[config.mk]
export PLATFORM = sky130hd
export DESIGN_NAME = alu_req_scheduler
export DESIGN_NICKNAME = d
export VERILOG_FILES = /design/src/rtl/alu_ctrl_pkg.sv /design/src/rtl/rr_arb2.sv /design/src/rtl/alu_req_scheduler.sv
export SDC_FILE = /design/constraint.sdc
export NUM_CORES = 1
export LEC_CHECK = 0
export CAP_MARGIN = 20
export CORE_MARGIN = 5
export CORE_UTILIZATION = 30
export CTS_CLUSTER_SIZE = 24
export DETAILED_ROUTE_END_ITERATION = 12
export PLACE_DENSITY = 0.66
export SETUP_SLACK_MARGIN = 0.5
export SLEW_MARGIN = 25
export SYNTH_ARGS = -nofsm -noshare
export SYNTH_HDL_FRONTEND = slang
export SYNTH_SLANG_ARGS = --single-unit
[constraint.sdc]
create_clock -name clk -period 2.85 [get_ports clk]
set_input_delay 0.57 -clock clk [delete_from_list [all_inputs] [get_ports clk]]
set_output_delay 0.57 -clock clk [all_outputs]
set_load 0.01 [all_outputs]
[src/rtl/alu_ctrl_pkg.sv]
// Shared constants and types for the ALU request scheduler: op encodings,
// FSM states and response flag layout.
package alu_ctrl_pkg;

  localparam int OP_AND  = 0;
  localparam int OP_OR   = 1;
  localparam int OP_NOTA = 2;
  localparam int OP_NOR  = 3;
  localparam int OP_XOR  = 4;
  localparam int OP_NAND = 5;
  localparam int OP_LAST = OP_NAND;

  typedef enum logic [1:0] {
    ST_IDLE = 2'd0,
    ST_EXEC = 2'd1,
    ST_RESP = 2'd2
  } state_e;

  localparam int FLAG_W    = 4;
  localparam int FLAG_COUT = 3;
  localparam int FLAG_NEG  = 2;
  localparam int FLAG_ZERO = 1;
  localparam int FLAG_OVF  = 0;

endpackage

[src/rtl/rr_arb2.sv]
// Two-input round-robin arbiter; ptr names the requester preferred on a tie.
module rr_arb2 (
  input  logic [1:0] req,
  input  logic       ptr,
  input  logic       update,
  output logic [1:0] grant,
  output logic       ptr_next
);

  always_comb begin
    grant    = (req == 2'b11) ? (ptr ? 2'b10 : 2'b01) : req;
    ptr_next = ptr;
    // After serving requester N, prefer the other one next time.
    if (update && (grant != 2'b00)) begin
      ptr_next = grant[0];
    end
  end

endmodule

[src/rtl/alu_req_scheduler.sv]
// Shares one combinational ALU between two requesters: round-robin grant,
// registered ALU operands, captured result returned on a tagged response.
module alu_req_scheduler
  import alu_ctrl_pkg::*;
#(
  parameter int WIDTH = 32,
  parameter int SEL_W = 4
) (
  input  logic              clk,
  input  logic              rst_n,
  input  logic              req0_valid,
  output logic              req0_ready,
  input  logic [WIDTH-1:0]  req0_a,
  input  logic [WIDTH-1:0]  req0_b,
  input  logic [SEL_W-1:0]  req0_sel,
  input  logic              req0_cin,
  input  logic              req1_valid,
  output logic              req1_ready,
  input  logic [WIDTH-1:0]  req1_a,
  input  logic [WIDTH-1:0]  req1_b,
  input  logic [SEL_W-1:0]  req1_sel,
  input  logic              req1_cin,
  output logic [WIDTH-1:0]  alu_a,
  output logic [WIDTH-1:0]  alu_b,
  output logic [SEL_W-1:0]  alu_sel,
  output logic              alu_cin,
  input  logic [WIDTH-1:0]  alu_y,
  input  logic              alu_cout,
  input  logic              alu_negative,
  input  logic              alu_zero,
  input  logic              alu_overflow,
  output logic              rsp_valid,
  input  logic              rsp_ready,
  output logic              rsp_id,
  output logic [WIDTH-1:0]  rsp_y,
  output logic [FLAG_W-1:0] rsp_flags,
  output logic              rsp_err
);

  // Handshakes: a transfer happens on a rising edge where valid and ready are
  // both high; ready never depends on anything but state and the valids.
  state_e             state_q, state_d;
  logic               ptr_q, ptr_d;
  logic [WIDTH-1:0]   alu_a_q, alu_a_d, alu_b_q, alu_b_d;
  logic [SEL_W-1:0]   alu_sel_q, alu_sel_d;
  logic               alu_cin_q, alu_cin_d;
  logic               rsp_id_q, rsp_id_d;
  logic [WIDTH-1:0]   rsp_y_q, rsp_y_d;
  logic [FLAG_W-1:0]  rsp_flags_q, rsp_flags_d;
  logic               rsp_err_q, rsp_err_d;

  logic [1:0]         arb_req, grant;
  logic               accept;
  logic [WIDTH-1:0]   win_a, win_b;
  logic [SEL_W-1:0]   win_sel;
  logic               win_cin;

  // The pointer moves at accept; it is only consulted in IDLE, which is not
  // revisited until the response handshake, so the effect is the same.
  assign arb_req = (state_q == ST_IDLE) ? {req1_valid, req0_valid} : 2'b00;

  rr_arb2 u_arb (
    .req      (arb_req),
    .ptr      (ptr_q),
    .update   (accept),
    .grant    (grant),
    .ptr_next (ptr_d)
  );

  assign accept     = |grant;
  assign req0_ready = grant[0];
  assign req1_ready = grant[1];
  assign win_a      = grant[1] ? req1_a   : req0_a;
  assign win_b      = grant[1] ? req1_b   : req0_b;
  assign win_sel    = grant[1] ? req1_sel : req0_sel;
  assign win_cin    = grant[1] ? req1_cin : req0_cin;

  always_comb begin
    state_d     = state_q;
    alu_a_d     = alu_a_q;
    alu_b_d     = alu_b_q;
    alu_sel_d   = alu_sel_q;
    alu_cin_d   = alu_cin_q;
    rsp_id_d    = rsp_id_q;
    rsp_y_d     = rsp_y_q;
    rsp_flags_d = rsp_flags_q;
    rsp_err_d   = rsp_err_q;
    unique case (state_q)
      ST_IDLE: begin
        if (accept) begin
          rsp_id_d = grant[1];
          if (int'(win_sel) <= OP_LAST) begin
            alu_a_d   = win_a;
            alu_b_d   = win_b;
            alu_sel_d = win_sel;
            alu_cin_d = win_cin;
            state_d   = ST_EXEC;
          end else begin
            rsp_err_d   = 1'b1;
            rsp_y_d     = '0;
            rsp_flags_d = '0;
            state_d     = ST_RESP;
          end
        end
      end
      ST_EXEC: begin
        rsp_y_d                = alu_y;
        rsp_flags_d            = '0;
        rsp_flags_d[FLAG_COUT] = alu_cout;
        rsp_flags_d[FLAG_NEG]  = alu_negative;
        rsp_flags_d[FLAG_ZERO] = alu_zero;
        rsp_flags_d[FLAG_OVF]  = alu_overflow;
        rsp_err_d              = 1'b0;
        state_d                = ST_RESP;
      end
      ST_RESP: begin
        if (rsp_ready) state_d = ST_IDLE;
      end
      default: state_d = ST_IDLE;
    endcase
  end

  always_ff @(posedge clk or negedge rst_n) begin
    if (!rst_n) begin
      state_q     <= ST_IDLE;
      ptr_q       <= 1'b0;
      alu_a_q     <= '0;
      alu_b_q     <= '0;
      alu_sel_q   <= '0;
      alu_cin_q   <= 1'b0;
      rsp_id_q    <= 1'b0;
      rsp_y_q     <= '0;
      rsp_flags_q <= '0;
      rsp_err_q   <= 1'b0;
    end else begin
      state_q     <= state_d;
      ptr_q       <= ptr_d;
      alu_a_q     <= alu_a_d;
      alu_b_q     <= alu_b_d;
      alu_sel_q   <= alu_sel_d;
      alu_cin_q   <= alu_cin_d;
      rsp_id_q    <= rsp_id_d;
      rsp_y_q     <= rsp_y_d;
      rsp_flags_q <= rsp_flags_d;
      rsp_err_q   <= rsp_err_d;
    end
  end

  assign alu_a     = alu_a_q;
  assign alu_b     = alu_b_q;
  assign alu_sel   = alu_sel_q;
  assign alu_cin   = alu_cin_q;
  assign rsp_valid = (state_q == ST_RESP);
  assign rsp_id    = rsp_id_q;
  assign rsp_y     = rsp_y_q;
  assign rsp_flags = rsp_flags_q;
  assign rsp_err   = rsp_err_q;

endmodule

# After elaboration in Yosys (flattened, before gate mapping)
# Index checks and enable logic that the tools add are counted.
word_totals:
  reg_bits: 110
  input_bits: 179
  output_inout_bits: 110
  wordCells: 46
classes:
  magnitude_cmp: 1
  eq_ne: 6
  muxes: 20
  n_reduce_logical: 9
op_table:
  columns: ["op", "n"]
  rows:
  - ["32-bit 2-to-1 mux", 4]
  - ["32-bit case mux with 2 select lines", 1]
  - ["2-bit 2-to-1 mux", 6]
  - ["4-bit 2-to-1 mux", 3]
  - ["4-bit case mux with 2 select lines", 1]
  - ["2-bit case mux with 3 select lines", 1]
  - ["3-bit AND reduction", 2]
  - ["2-bit equality test, second input constant", 2]
  - ["4-bit by 3-bit less-or-equal comparator with 1-bit output, second input constant", 1]
  - ["2-bit by 1-bit != test with 1-bit output, second input constant", 2]
  - ["2-bit AND reduction", 2]
  - ["2-bit nonzero test", 2]
  - ["1-bit 2-to-1 mux", 3]
  - ["2-bit by 1-bit equality test with 1-bit output, second input constant", 1]
  - ["2-bit logical NOT", 1]
  - ["2-bit != test, second input constant", 1]
  - ["1-bit case mux with 2 select lines", 1]
  - ["2-bit OR reduction", 1]
  - ["1-bit logical AND", 1]

# Longest topological paths before layout
logic_depth:
  depth_word: 9
  mapped_depth: 6
  mapped_depth_nobuf: 4

# Cells and area by module
# From an unflattened synthesis, not the netlist that was laid out.
unflattened:
  hier_cells: 407
  area_unflattened_um2: 5083.6
by_module_without_submodules:
  columns: ["module", "n_inst", "cells_each", "area_each_um2", "seq_area_each_um2"]
  rows:
  - ["alu_req_scheduler", 1, 402, 5053.6, 2752.6]
  - ["rr_arb2", 1, 5, 30.0, 0.0]

# Worst setup path before layout
# No wires, ideal clock.
synth_timing:
  path_kind: "input-to-reg"
  start: "input port req0_sel[2]"
  end: "register alu_b_q[11], in the netlist alu_b[11]"
  arrival_ns: 1.581
  t_required_ns: 2.725
  slack_ns: 1.144
  cell_stages: 6
  n_path_buf: 2
  cell_sequence: "a21oi_1 > o2111ai_2 > nand2_2 > buf_6 > buf_6 > mux2_4"
synth_via:
  elab_chain_cells: 3
synth_lines:
  columns: ["element", "line", "source"]
  rows:
  - ["start: declaration", "alu_req_scheduler.sv:15", "input logic [SEL_W-1:0] req0_sel,"]
  - ["4-bit 2-to-1 mux", "alu_req_scheduler.sv:75", "assign win_sel = grant[1] ? req1_sel : req0_sel;"]
  - ["4-bit by 3-bit less-or-equal comparator with 1-bit output", "alu_req_scheduler.sv:92", "if (int'(win_sel) <= OP_LAST) begin"]
  - ["3-bit AND reduction (no line)", null, null]
  - ["end signal: assignment", "alu_req_scheduler.sv:139", "alu_b_q <= alu_b_d;"]
  - ["end: declaration", "alu_req_scheduler.sv:44", "logic [WIDTH-1:0] alu_a_q, alu_a_d, alu_b_q, alu_b_d;"]
# Every way passes these cells.
# A chain may end at the register's enable or synchronous reset.

# Final worst setup path
layout_timing:
  start: "input port req0_valid"
  end: "output port req1_ready"
layout_via:
  elab_chain_cells: 3
layout_lines:
  columns: ["element", "line", "source"]
  rows:
  - ["start: declaration", "alu_req_scheduler.sv:11", "input logic req0_valid,"]
  - ["2-bit 2-to-1 mux", "alu_req_scheduler.sv:60", "assign arb_req = (state_q == ST_IDLE) ? {req1_valid, req0_valid} : 2'b00;"]
  - ["2-bit equality test", "rr_arb2.sv:11", "grant = (req == 2'b11) ? (ptr ? 2'b10 : 2'b01) : req;"]
  - ["2-bit 2-to-1 mux", "rr_arb2.sv:11", null]
  - ["end: declaration", "alu_req_scheduler.sv:18", "output logic req1_ready,"]
# Every way passes these cells.

==> results.yml <==
min_path:
  min_path_type: "input pin to asynchronous set/reset pin"
worst_setup_path:
  r2r-start: "state_q[1]"
  required_ps: 2280
  critPathLaunchType: "input pin"
  critical_path_class: "input pin to output pin"
  r2r_end: "rsp_y[16]"
  worstPathArrival_ps: 1700
  critPathMaxFanout: 5
  r2r_cells: 6
  reg2reg_slack_ps: 950
  endpoint_kind: "output pin"
clock_network:
  clkSinkCount: 110
  htreeDepth: 3
  cts_setup_buffers: 0
  cts_tree: "built"
  clock_path_buffers: 2
  clk_latency_ps: 340
  cts_buffers: 9
  cts_root_buffer: "clkbuf_16"
  clk_pin_slew_worst_paths_ps: 70
global_routing:
  grt_pass1_vias: 4648
  grt_pass1_wl_mm: 25.1
  grt_use_total_pct: 15.7
  grt_overflow_total: 0
  antenna_found_initial: 0
  grt_max_degree: 57
floorplan:
  io_pins: 289
  start_util_pct: 30.2
  die-height_um: 141
  core-area_um2: 17100
  die_w_um: 141
  row_count: 48
  dieArea_um2: 19900
sta:
  fin_hold_ws_ps: 190
  setup-tns-final_ps: 0
  timing.fmax_ghz: 0.441
  rsz0062_at_grt: "false"
  period_share_pct: 79.6
  finalClockSkew_ps: 9.47
  setup_viol: 0
  min_period_ps: 2270
  worstMarginPinSlew_ps: 539
  relSlewSlack_pct: 64.1
  hold_violations: 0
  drv_slew: 0
yosys:
  synth.avg_cell_area_um2: 12.7
  synth-compound-area-share_pct: 4.95
  synth_top_family_by_area: "multiplexers"
  muxShareOfSynthArea_pct: 30.9
  postSynthCellCount: 407
  syn_nets: 586
  ys_types: 27
  synthXorXnorAreaFrac_pct: 0
  yosys.area_share.adder_pct: 0
  ys_warn_count: 0
  seq_area_frac_synth_pct: 53.4
  netlist_area_um2: 5150
  synth-seq-cells: 110
  yosys.area_share.simple_pct: 7.04
placement:
  port_buffers: 288
  hpwlAfterDp_mm: 12.2
  place_congestion: 0.835
routing:
  drc: 0
  vias_per_cell: 4.54
  via_count: 4179
  ant_nets: 0
  dr.pass1.iters: 4
  post_drt_wl_per_cell_um: 17.0
  drt_iter0_drc: 142
  routed_wl_mm: 15.6
layout:
  drive_above_1_share_pct: 24.4
  antenna_cells: 0
  area_delta_synth_final_pct: 66.7
  fin_nets: 870
power_and_ir_drop:
  vdd_drop_max_uv: 439
  power.density_nw_per_um2: 936
  power.leakage_nw: 3.52
run_status:
  status: "finished, final reports clean"
run:
  drv_cap: 0
## routing by layer
layer / GRT usage (%) / routed length, µm / share of wire (%) / vias to the layer above
met1: 18.1 / 5980 / 38 / 2013
met4: 6.02 / 371 / 2.4 / 0
li1: - / - / - / 1973
met3: 4.51 / 1160 / 7.4 / 27
met5: 0 / 0 / 0 / -
met2: 27.5 / 8120 / 52 / 166
## worst max-delay path, stage by stage
cell and delay, ps:
clkdlybuf4s50_1 490, nand2b_1 170, nand3_4 120, inv_1 80, clkdlybuf4s15_1 280
## Yosys cell counts (all sizes together)
| cell | instances | share of area (%) |
|---|---|---|
| o2111ai | 2 | 0.46 |
| buf | 18 | 2.8 |
| nor2b | 1 | 0.12 |
| mux2 | 136 | 31 |
| a21oi | 2 | 0.19 |
| nand2b | 1 | 0.12 |
| or2b | 1 | 0.15 |
| dfrtp | 110 | 53 |
| and2b | 1 | 0.15 |
| nand4 | 1 | 0.12 |
| nor2 | 1 | 0.22 |
| clkbuf | 8 | 0.61 |
| o21ai | 38 | 3.7 |
| inv | 4 | 0.29 |
| nand2 | 76 | 5.6 |
| a211o | 1 | 0.17 |
| and3 | 2 | 0.24 |
| a21o | 2 | 0.29 |
| o21a | 1 | 0.15 |
| nand3 | 1 | 0.34 |
## layout by cell type, fill, tap and decap left out, types with 2 or more instances in the layout
cell             netlist  layout
buf_4                  0       7
a21oi_1                2       2
and3_1                 2       2
o21ai_0               38      37
clkdlybuf4s50_1        0     284
clkbuf_16              0       9
inv_1                  3       3
dlygate4sd2_1          0       2
dfrtp_1              110     110
buf_12                 0       5
clkinv_4               0       3
mux2_4                16      16
nand2_1               75      75
mux2_2               120     120
a21o_1                 2       2
## final cells by class
class / count / area (µm²)
multi-input cells: 267 / 2220
clock buffers: 10 / 229
repair buffers: 299 / 3020
well taps: 225 / 282
clock inverters: 6 / 70.1
flip-flops and latches: 110 / 2750
fillers: 1506 / 8460
inverters: 4 / 15.0
## worst max-delay path by stage
stage	depth (start not counted)	end	slack [ps]	start
4_1_cts	5	req1_ready	540	req0_valid
3_5_place_dp	5	req1_ready	280	req0_valid
3_3_place_gp	4	req0_ready	300	req1_valid
2_1_floorplan	6	alu_b[11]	1140	req0_sel[2]
6_report	5	req1_ready	580	req0_valid
5_1_grt	5	req1_ready	510	req0_valid
## cells by family (layout without fill, tap and decap cells)
| logic type | count (synthesis) | in the layout |
|---|---|---|
| DFF | 110 | 110 |
| muxes | 136 | 136 |
| AOI/OAI and AO/OA | 46 | 46 |
| buffers and inverters | 30 | 319 |
| and+or+nand+nor | 85 | 85 |
## power by group
part / total [mW] / switching [mW] / internal, mW
sequential: 2.76 / 0.419 / 2.34
clock: 1.27 / 0.578 / 0.689
combinational: 4.02 / 1.56 / 2.46
## flip-flops by register name (all words and copies together) (netlist names)
| signal | flops |
|---|---|
| alu_sel | 4 |
| rsp_y | 32 |
| alu_cin | 1 |
| alu_b | 32 |
| ptr_q | 1 |
| rsp_err | 1 |
| rsp_id | 1 |
| state_q | 2 |
| alu_a | 32 |
| rsp_flags | 4 |
## through the flow
stage                     utilization (%)  std cells  instance area, µm²  total power, mW  setup slack [ps]
final                                50.4        921                8590             8.04               582
after global routing                 50.4        921                8590             8.58               508
after global placement               48.6        905                8300             6.78               303
after CTS                            50.4        921                8590             8.19               545
after detailed placement             48.6        905                8300             6.87               278
after floorplan                         -        407                5150             4.59              1140
## timing repair
item,4_1_cts,5_1_grt
resized for setup,3,1
hold buffers,0,0
endpoints found under the setup margin,2,1
No activity file was read; power rests on OpenSTA's default activity.
